**src/rtl/sync_fifo_flags.sv**
```systemverilog
// Synchronous single-clock FIFO with registered full/empty/almost flags,
// overflow/underflow pulses, and selectable registered or first-word fall-through read.
module sync_fifo_flags #(
  parameter int data_width = 8,
  parameter int fifo_depth = 32,
  parameter int addr_width = $clog2(fifo_depth),
  parameter int fwft       = 0,
  parameter int af_level   = fifo_depth - 2,
  parameter int ae_level   = 2
) (
  input  logic                  clk,
  input  logic                  rst,
  input  logic                  wr_en,
  input  logic [data_width-1:0] din,
  output logic                  full,
  output logic                  almost_full,
  output logic                  overflow,
  input  logic                  rd_en,
  output logic [data_width-1:0] dout,
  output logic                  empty,
  output logic                  almost_empty,
  output logic                  underflow,
  output logic [addr_width:0]   count
);

  localparam int cw = addr_width + 1;
  localparam logic [addr_width:0] depth_c = cw'(fifo_depth);
  localparam logic [addr_width:0] af_c    = cw'(af_level);
  localparam logic [addr_width:0] ae_c    = cw'(ae_level);

  logic [data_width-1:0] mem [fifo_depth];
  logic [addr_width-1:0] wr_ptr;
  logic [addr_width-1:0] rd_ptr;
  logic [addr_width:0]   count_next;
  logic                  wr_acc;
  logic                  rd_acc;

  // Acceptance uses the registered flags, so a full FIFO still accepts a read
  // and an empty FIFO still accepts a write in the same cycle.
  assign wr_acc = wr_en && !full;
  assign rd_acc = rd_en && !empty;

  // NOTE: every signal assigned in always_comb gets a default first, so no latch is inferred.
  always_comb begin
    count_next = count;
    case ({wr_acc, rd_acc})
      2'b10:   count_next = count + cw'(1);
      2'b01:   count_next = count - cw'(1);
      default: count_next = count;
    endcase
  end

  // NOTE: sequential state uses non-blocking assignments so every register samples pre-edge values.
  always_ff @(posedge clk) begin
    if (!rst) begin
      wr_ptr       <= '0;
      rd_ptr       <= '0;
      count        <= '0;
      full         <= 1'b0;
      empty        <= 1'b1;
      almost_full  <= 1'b0;
      almost_empty <= 1'b1;
      overflow     <= 1'b0;
      underflow    <= 1'b0;
    end else begin
      if (wr_acc) wr_ptr <= wr_ptr + addr_width'(1);
      if (rd_acc) rd_ptr <= rd_ptr + addr_width'(1);
      count        <= count_next;
      full         <= (count_next == depth_c);
      empty        <= (count_next == '0);
      almost_full  <= (count_next >= af_c);
      almost_empty <= (count_next <= ae_c);
      overflow     <= wr_en && full;
      underflow    <= rd_en && empty;
    end
  end

  // NOTE: storage is deliberately not reset; cleared pointers make stale words unreachable.
  always_ff @(posedge clk) begin
    if (rst && wr_acc) mem[wr_ptr] <= din;
  end

  generate
    if (fwft != 0) begin : g_fwft
      // Head word is presented combinationally; zero while empty keeps the reset value clean.
      assign dout = empty ? '0 : mem[rd_ptr];
    end else begin : g_reg
      logic [data_width-1:0] dout_q;

      always_ff @(posedge clk) begin
        if (!rst) begin
          dout_q <= '0;
        end else if (rd_acc) begin
          dout_q <= mem[rd_ptr];
        end
      end

      assign dout = dout_q;
    end
  endgenerate

endmodule

```
**config.mk**
```make
export PLATFORM = sky130hd
export DESIGN_NAME = sync_fifo_flags
export DESIGN_NICKNAME = d
export VERILOG_FILES = /design/src/rtl/sync_fifo_flags.sv
export SDC_FILE = /design/constraint.sdc
export NUM_CORES = 1
export LEC_CHECK = 0
export BUFFER_PORTS_ARGS = -buffer_cell sky130_fd_sc_hd__buf_2
export CORE_ASPECT_RATIO = 0.7
export CORE_MARGIN = 10
export CORE_UTILIZATION = 58
export CTS_BUF_LIST = sky130_fd_sc_hd__clkbuf_8
export CTS_CLUSTER_DIAMETER = 150
export DETAILED_ROUTE_END_ITERATION = 10
export PLACE_DENSITY_LB_ADDON = 0.05
export REMOVE_ABC_BUFFERS = 1
export SLEW_MARGIN = 10
export SYNTH_ARGS = -nofsm -noshare
export SYNTH_HDL_FRONTEND = slang
export SYNTH_SLANG_ARGS = --single-unit
```
**constraint.sdc**
```tcl
create_clock -name clk -period 6.2 [get_ports clk]
set_input_delay 1.24 -clock clk [delete_from_list [all_inputs] [get_ports clk]]
set_output_delay 1.24 -clock clk [all_outputs]
set_load 0.05 [all_outputs]
```
==> results of run 1 <==
## sequential cells by signal, indices dropped and copies added (netlist names)
name,flops
almost_empty,1
almost_full,1
count,6
dout,8
empty,1
full,1
mem,256
overflow,1
rd_ptr,5
underflow,1
wr_ptr,5
## cells by family after synthesis
family | count (synthesis) | share of synthesized area, %
mux | 90 | 16.76
xor+xnor | 14 | 1.081
simple gates | 99 | 4.212
buf+inv | 43 | 1.621
fa+ha+maj | 7 | 0.7717
flops | 286 | 73.03
compound gates | 43 | 2.525
## cells in the final DEF (no fill, tap or decap), types with 4 or more instances in the layout
cell type | Yosys | routed
edfxtp_1 | 256 | 256
mux4_2 | 80 | 80
nor2_1 | 52 | 52
clkbuf_8 | 0 | 48
buf_2 | 9 | 31
dfxtp_1 | 30 | 28
inv_1 | 7 | 15
a21oi_1 | 13 | 13
nand2_1 | 10 | 10
mux2i_1 | 10 | 10
o21ai_0 | 10 | 10
clkinv_1 | 0 | 10
xor2_1 | 9 | 9
clkinv_2 | 0 | 9
nand3_1 | 8 | 8
nand4_1 | 7 | 7
ha_1 | 7 | 7
xnor2_1 | 5 | 5
buf_4 | 1 | 4
## area by class of cell
type,instances,share of cell area (%)
Antenna cell,1,0.01998
Clock buffer,48,5.275
Clock inverter,28,1.139
Inverter,9,0.2697
Multi-Input combinational cell,253,22.97
Sequential cell,286,66.21
Tap cell,264,2.637
Timing Repair Buffer,35,1.479
## worst max-delay path, cell delays in order
cell     delay, ps
buf_2          100
nor2b_1        120
buf_4          190
nor2_1         270
xor2_1         200
ha_1           230
nor3b_1        210
a31oi_1         80
a21oi_2        240
o21ai_1        100
or4_1          420
o311a_2        160
o31ai_2        230
## where the power goes
part	switching, uW	internal, uW
Sequential	95.8	2140
Clock	685	751
Combinational	401	284
## per-stage QoR
step	cell area (um^2)	worst slack [ps]	util, %	hold slack (ps)	std cells
6_report	12520	2844	65.66	517.9	924
4_1_cts	12520	2915	65.64	523.1	923
5_1_grt	12520	2725	65.64	539.0	923
3_5_place_dp	11720	2374	61.43	513.9	847
3_3_place_gp	11720	2549	61.43	522.1	847
2_1_floorplan	11200	1964	-	481.7	548
## routing by layer
metal  share of wire [%]  GRT usage (%)  vias up
met3                 7.9          4.194       30
met5                   0              0        -
met1                  47          28.39     2939
met2                  44          27.01      245
met4                 1.3          4.196        0
li1                    -              -     2467
## worst paths after layout
kind	from	end	depth (start not counted)
max reg2reg	rd_ptr[0]	dout[2]	5
min	full	overflow	1
min reg2reg	full	overflow	1
max	wr_en	almost_empty	13
==> flow_summary.ini, run 1 <==
[critical_path]
crit_path_start_kind = primary input
end_kind = flip-flop
rrSetupSlack_ps = 3170
worstPathRequired_ps = 6630
arrival_ps = 3790
crit_path_max_fanout = 16
path_class = in2reg

[sta]
finalSetupViolCount = 0
fmax_ghz = 0.2980
rsz0062_at_grt = no
slew_headroom_pct = 37.10
fin_crit_sh_pct = 54.12
worst_pin_slew_ps = 943.4
fin_crit_ps = 3356
fin_skew_ps = 16.76
hold_viol_final = 0
final-max-slew-violation-count = 0
fin_tns_setup_ps = 0

[placement]
gp_congestion = 0.8791
dp_hpwl_um = 14540
port_buffers = 31

[clock_network]
path_clk_slew_ps = 60
cts_max_level = 2
clockBufferDepth = 3
clock_latency_ps = 530
cts_setup_buffers = 0
hold_buffers = 0
cts-buffers-inserted = 43
cts_root_buffer = clkbuf_8
cts_resized = 0
clkSinkCount = 286
cts_tree = yes

[logic_synthesis]
synthCells = 582
ys_ff_latch = 286
synth_warnings = 0
syn_area_um2 = 11350
syn_avg_cell_area_um2 = 19.50
synth_top_area_share_pct = 67.74
synth_seq_area_share_pct = 73.03
synth_cell_type_count = 52
synthFlopType = edfxtp_1
synth-async-reset-ratio_pct = 0
yosys-top-cells-count = edfxtp_1 (256), mux4_2 (80), nor2_1 (52), dfxtp_1 (30), clkbuf_1 (18)
yosys-top-cells-area = edfxtp_1 (68%), mux4_2 (16%), dfxtp_1 (5.3%), nor2_1 (1.7%), mux2i_1 (0.88%)
synth_top_cell_by_area = edfxtp_1
synth_edf_count = 256
synth.most_common_cell = edfxtp_1

[grt]
grt_pass1_vias = 5580
grt_max_degree = 55
grt_overflow_total = 0
gr-usage-all-layers_pct = 18.66
grt_pass1_wl_um = 35530
antenna_found_initial = 0

[die]
start_util_pct = 59.49
rows = 42
die_area_um2 = 25650
core_um2 = 19080
fp.dieW_um = 187.2
io_pins = 32
dieHeight_um = 137.0

[power]
p_total_uw = 4359
vdd_drop_max_mv = 0.2002
p_leak_uw = 0.003944
powerDensity_nw_per_um2 = 348.0

[route]
drt_iter0_markers = 694
via_count = 5681
viasPerCell = 6.148
drc = 0
postRouteAntennaNets = 0
drt_wl_total_um = 23720
detailedRoute.firstPassIterationCount = 5
avgRoutedWirePerCell_um = 25.67

[flow_run]
max_cap_violations = 0

[layout]
regArea_um2 = 8293
synthToLayoutAreaGrowth_pct = 10.36
final_nets = 647
multi_input_area_um2 = 2877
layout-drive-gt1-share_pct = 28.22
fillCellCount = 1329

[status]
status = finished clean

[min_path]
hold_path_class = reg2reg
Power figures use the tool's default switching activity.
==> inputs of run 2 (changes only) <==
--- a/config.mk
+++ b/config.mk
@@ -5,6 +5,7 @@
 export SDC_FILE = /design/constraint.sdc
 export NUM_CORES = 1
 export LEC_CHECK = 0
+export ABC_AREA = 1
 export BUFFER_PORTS_ARGS = -buffer_cell sky130_fd_sc_hd__buf_2
 export CORE_ASPECT_RATIO = 0.7
 export CORE_MARGIN = 10
==> constraint.sdc (replaced) <==
create_clock -name clk -period 2.7 [get_ports clk]
set_input_delay 0.54 -clock clk [delete_from_list [all_inputs] [get_ports clk]]
set_output_delay 0.54 -clock clk [all_outputs]
set_load 0.05 [all_outputs]
==> flow_summary.ini, run 2 <==
[status]
status = finished clean

[layout]
layout-drive-gt1-share_pct = 14.26
synthToLayoutAreaGrowth_pct = 11.38
final_nets = 1029
multi_input_area_um2 = 2900
final_common_cell = edfxtp_1
final_cell_mix = edfxtp_1 (256), nor2_1 (175), o21ai_0 (135), nand2_1 (81), inv_1 (46)
regArea_um2 = 8293
postLayoutCellArea_um2 = 12890
largest_reg_flops = 256
diodes = 0
regMostFlops = mem
fillCellCount = 1495

[power]
p_sw_share_pct = 27.64
pwr-share-seq_pct = 53.3
p_switching_uw = 2564
p_leak_uw = 0.004427
clock_power_share_pct = 32.8
p_total_uw = 9276
p_comb_share_pct = 13.9
powerDensity_nw_per_um2 = 719.4
internal_power_uw = 6712
vdd_drop_max_mv = 0.5819

[sta]
final-max-slew-violation-count = 0
fin_tns_setup_ps = 0
worst_pin_slew_ps = 965.9
fmax_ghz = 0.4461
setup_ws_ps = 458.6
slew_headroom_pct = 35.37
hold_viol_final = 0
whs_ps = 292.7
finalSetupViolCount = 0
fin_crit_ps = 2241
rsz0062_at_grt = no
fin_crit_sh_pct = 83.02
fin_skew_ps = 32.18

[clock_network]
cts_setup_buffers = 0
hold_buffers = 0
cts_root_buffer = clkbuf_8
clockBufferDepth = 3
cts-buffers-inserted = 42
clkSinkCount = 286
clock_latency_ps = 550
cts_max_level = 2
path_clk_slew_ps = 60
cts_resized = 0
cts_tree = yes

[logic_synthesis]
yosys-top-cells-count = edfxtp_1 (256), nor2_1 (175), o21ai_0 (135), nand2_1 (81), o22ai_1 (44)
synthFlopType = edfxtp_1
synth.most_common_cell = edfxtp_1
synth-async-reset-ratio_pct = 0
syn_area_um2 = 11580
ys_ff_latch = 286
syn_avg_cell_area_um2 = 12.22
synth_top_cell_by_area = edfxtp_1
synth_warnings = 0
synth_top_area_share_pct = 66.41
synth_seq_area_share_pct = 71.60
synth_cell_type_count = 34
synth_edf_count = 256
synthCells = 947
yosys-top-cells-area = edfxtp_1 (66%), o21ai_0 (5.8%), nor2_1 (5.7%), dfxtp_1 (5.2%), nand2_1 (2.6%)

[critical_path]
worstPathRequired_ps = 3170
arrival_ps = 2710
slowest_delay_ps = 850
slowest_stage = nor2_1
crit_path_max_fanout = 20
crit_path_start_kind = flip-flop
end_kind = flip-flop
cp_cell_sequence = inv_1 > nor2_1 > nand2_1 > nand4_1 > nand3_1 > a21oi_1
path_class = reg2reg

[die]
rows = 43
io_pins = 32
fp.dieW_um = 188.9
die_area_um2 = 26100
core_um2 = 19690
dieHeight_um = 138.2
start_util_pct = 58.79

[route]
via_count = 7797
postRouteAntennaNets = 0
drc = 0
avgRoutedWirePerCell_um = 21.89
detailedRoute.firstPassIterationCount = 5
drt_iter0_markers = 889
viasPerCell = 5.961
drt_wl_total_um = 28630

[grt]
grt_overflow_total = 0
grt_pass1_wl_um = 43750
grt_max_degree = 131
gr-usage-all-layers_pct = 21.36
grt_pass1_vias = 7530
antenna_found_initial = 0

[min_path]
hold_path_class = in2reg

[placement]
dp_hpwl_um = 17450
gp_congestion = 0.9741
placed_area_um2 = 12180
port_buffers = 31
pre_cts_ws_ps = 286.9

[flow_run]
max_cap_violations = 0
## run 2: cell count changes after synthesis, moves of 14 or more
cell	before	now
clkbuf_1	18	32
inv_1	7	28
mux4_2	80	0
nand2_1	10	81
nand3_1	8	30
nor2_1	52	175
o21ai_0	10	135
o221ai_1	0	21
o22ai_1	1	44
## run 2: final timing paths
check,startpoint,depth (start not counted),to,slack (ps)
setup / recovery,rd_ptr[3],6,dout[2],460
hold / removal,rd_en,3,underflow,290
setup reg to reg,rd_ptr[3],6,dout[2],460
hold reg to reg,dout[7],2,dout[7],470
## run 2: critical path: cells and delay by family, from the launching register on
family                 cells  cell delay (ps)
AO/OA/AOI/OAI              1              160
AND/OR/NAND/NOR            4             1330
flip-flops                 1              360
buffers and inverters      1              320
## run 2: cells by family after synthesis
family	after synthesis	synth area share (%)
flops	286	71.60
simple gates	332	12.60
compound gates	229	11.33
buf+inv	89	3.351
fa+ha+maj	7	0.7566
xor+xnor	4	0.3676
## run 2: layer usage
| metal | track usage [%] | part of all wire (%) |
|---|---|---|
| met5 | 0 | 0 |
| met4 | 5.914 | 1.9 |
| met3 | 4.749 | 9.1 |
| met2 | 32.28 | 45 |
| met1 | 30.55 | 44 |
## run 2: power by group through the flow
stage	Sequential (uW)	Clock [uW]	Combinational (uW)
after floorplan	5220	0	603
after global placement	5030	0	1240
after detailed placement	5030	0	1280
after CTS	4940	3100	1280
after global routing	4940	3290	1400
final	4940	3040	1290
## run 2: layout make-up
class,instances,share of cell area (%)
Sequential cell,286,64.32
Multi-Input combinational cell,572,22.49
Clock buffer,44,4.697
Timing Repair Buffer,74,3.998
Tap cell,270,2.620
Inverter,34,0.9995
Clock inverter,28,0.8734
## run 2: stage by stage
| step | instances | utilization, % |
|---|---|---|
| global placement | 1236 | 61.83 |
| CTS | 1308 | 65.48 |
| global route | 1308 | 65.48 |
| detailed placement | 1236 | 61.83 |
| finish | 1308 | 65.48 |
| floorplan | 892 | - |
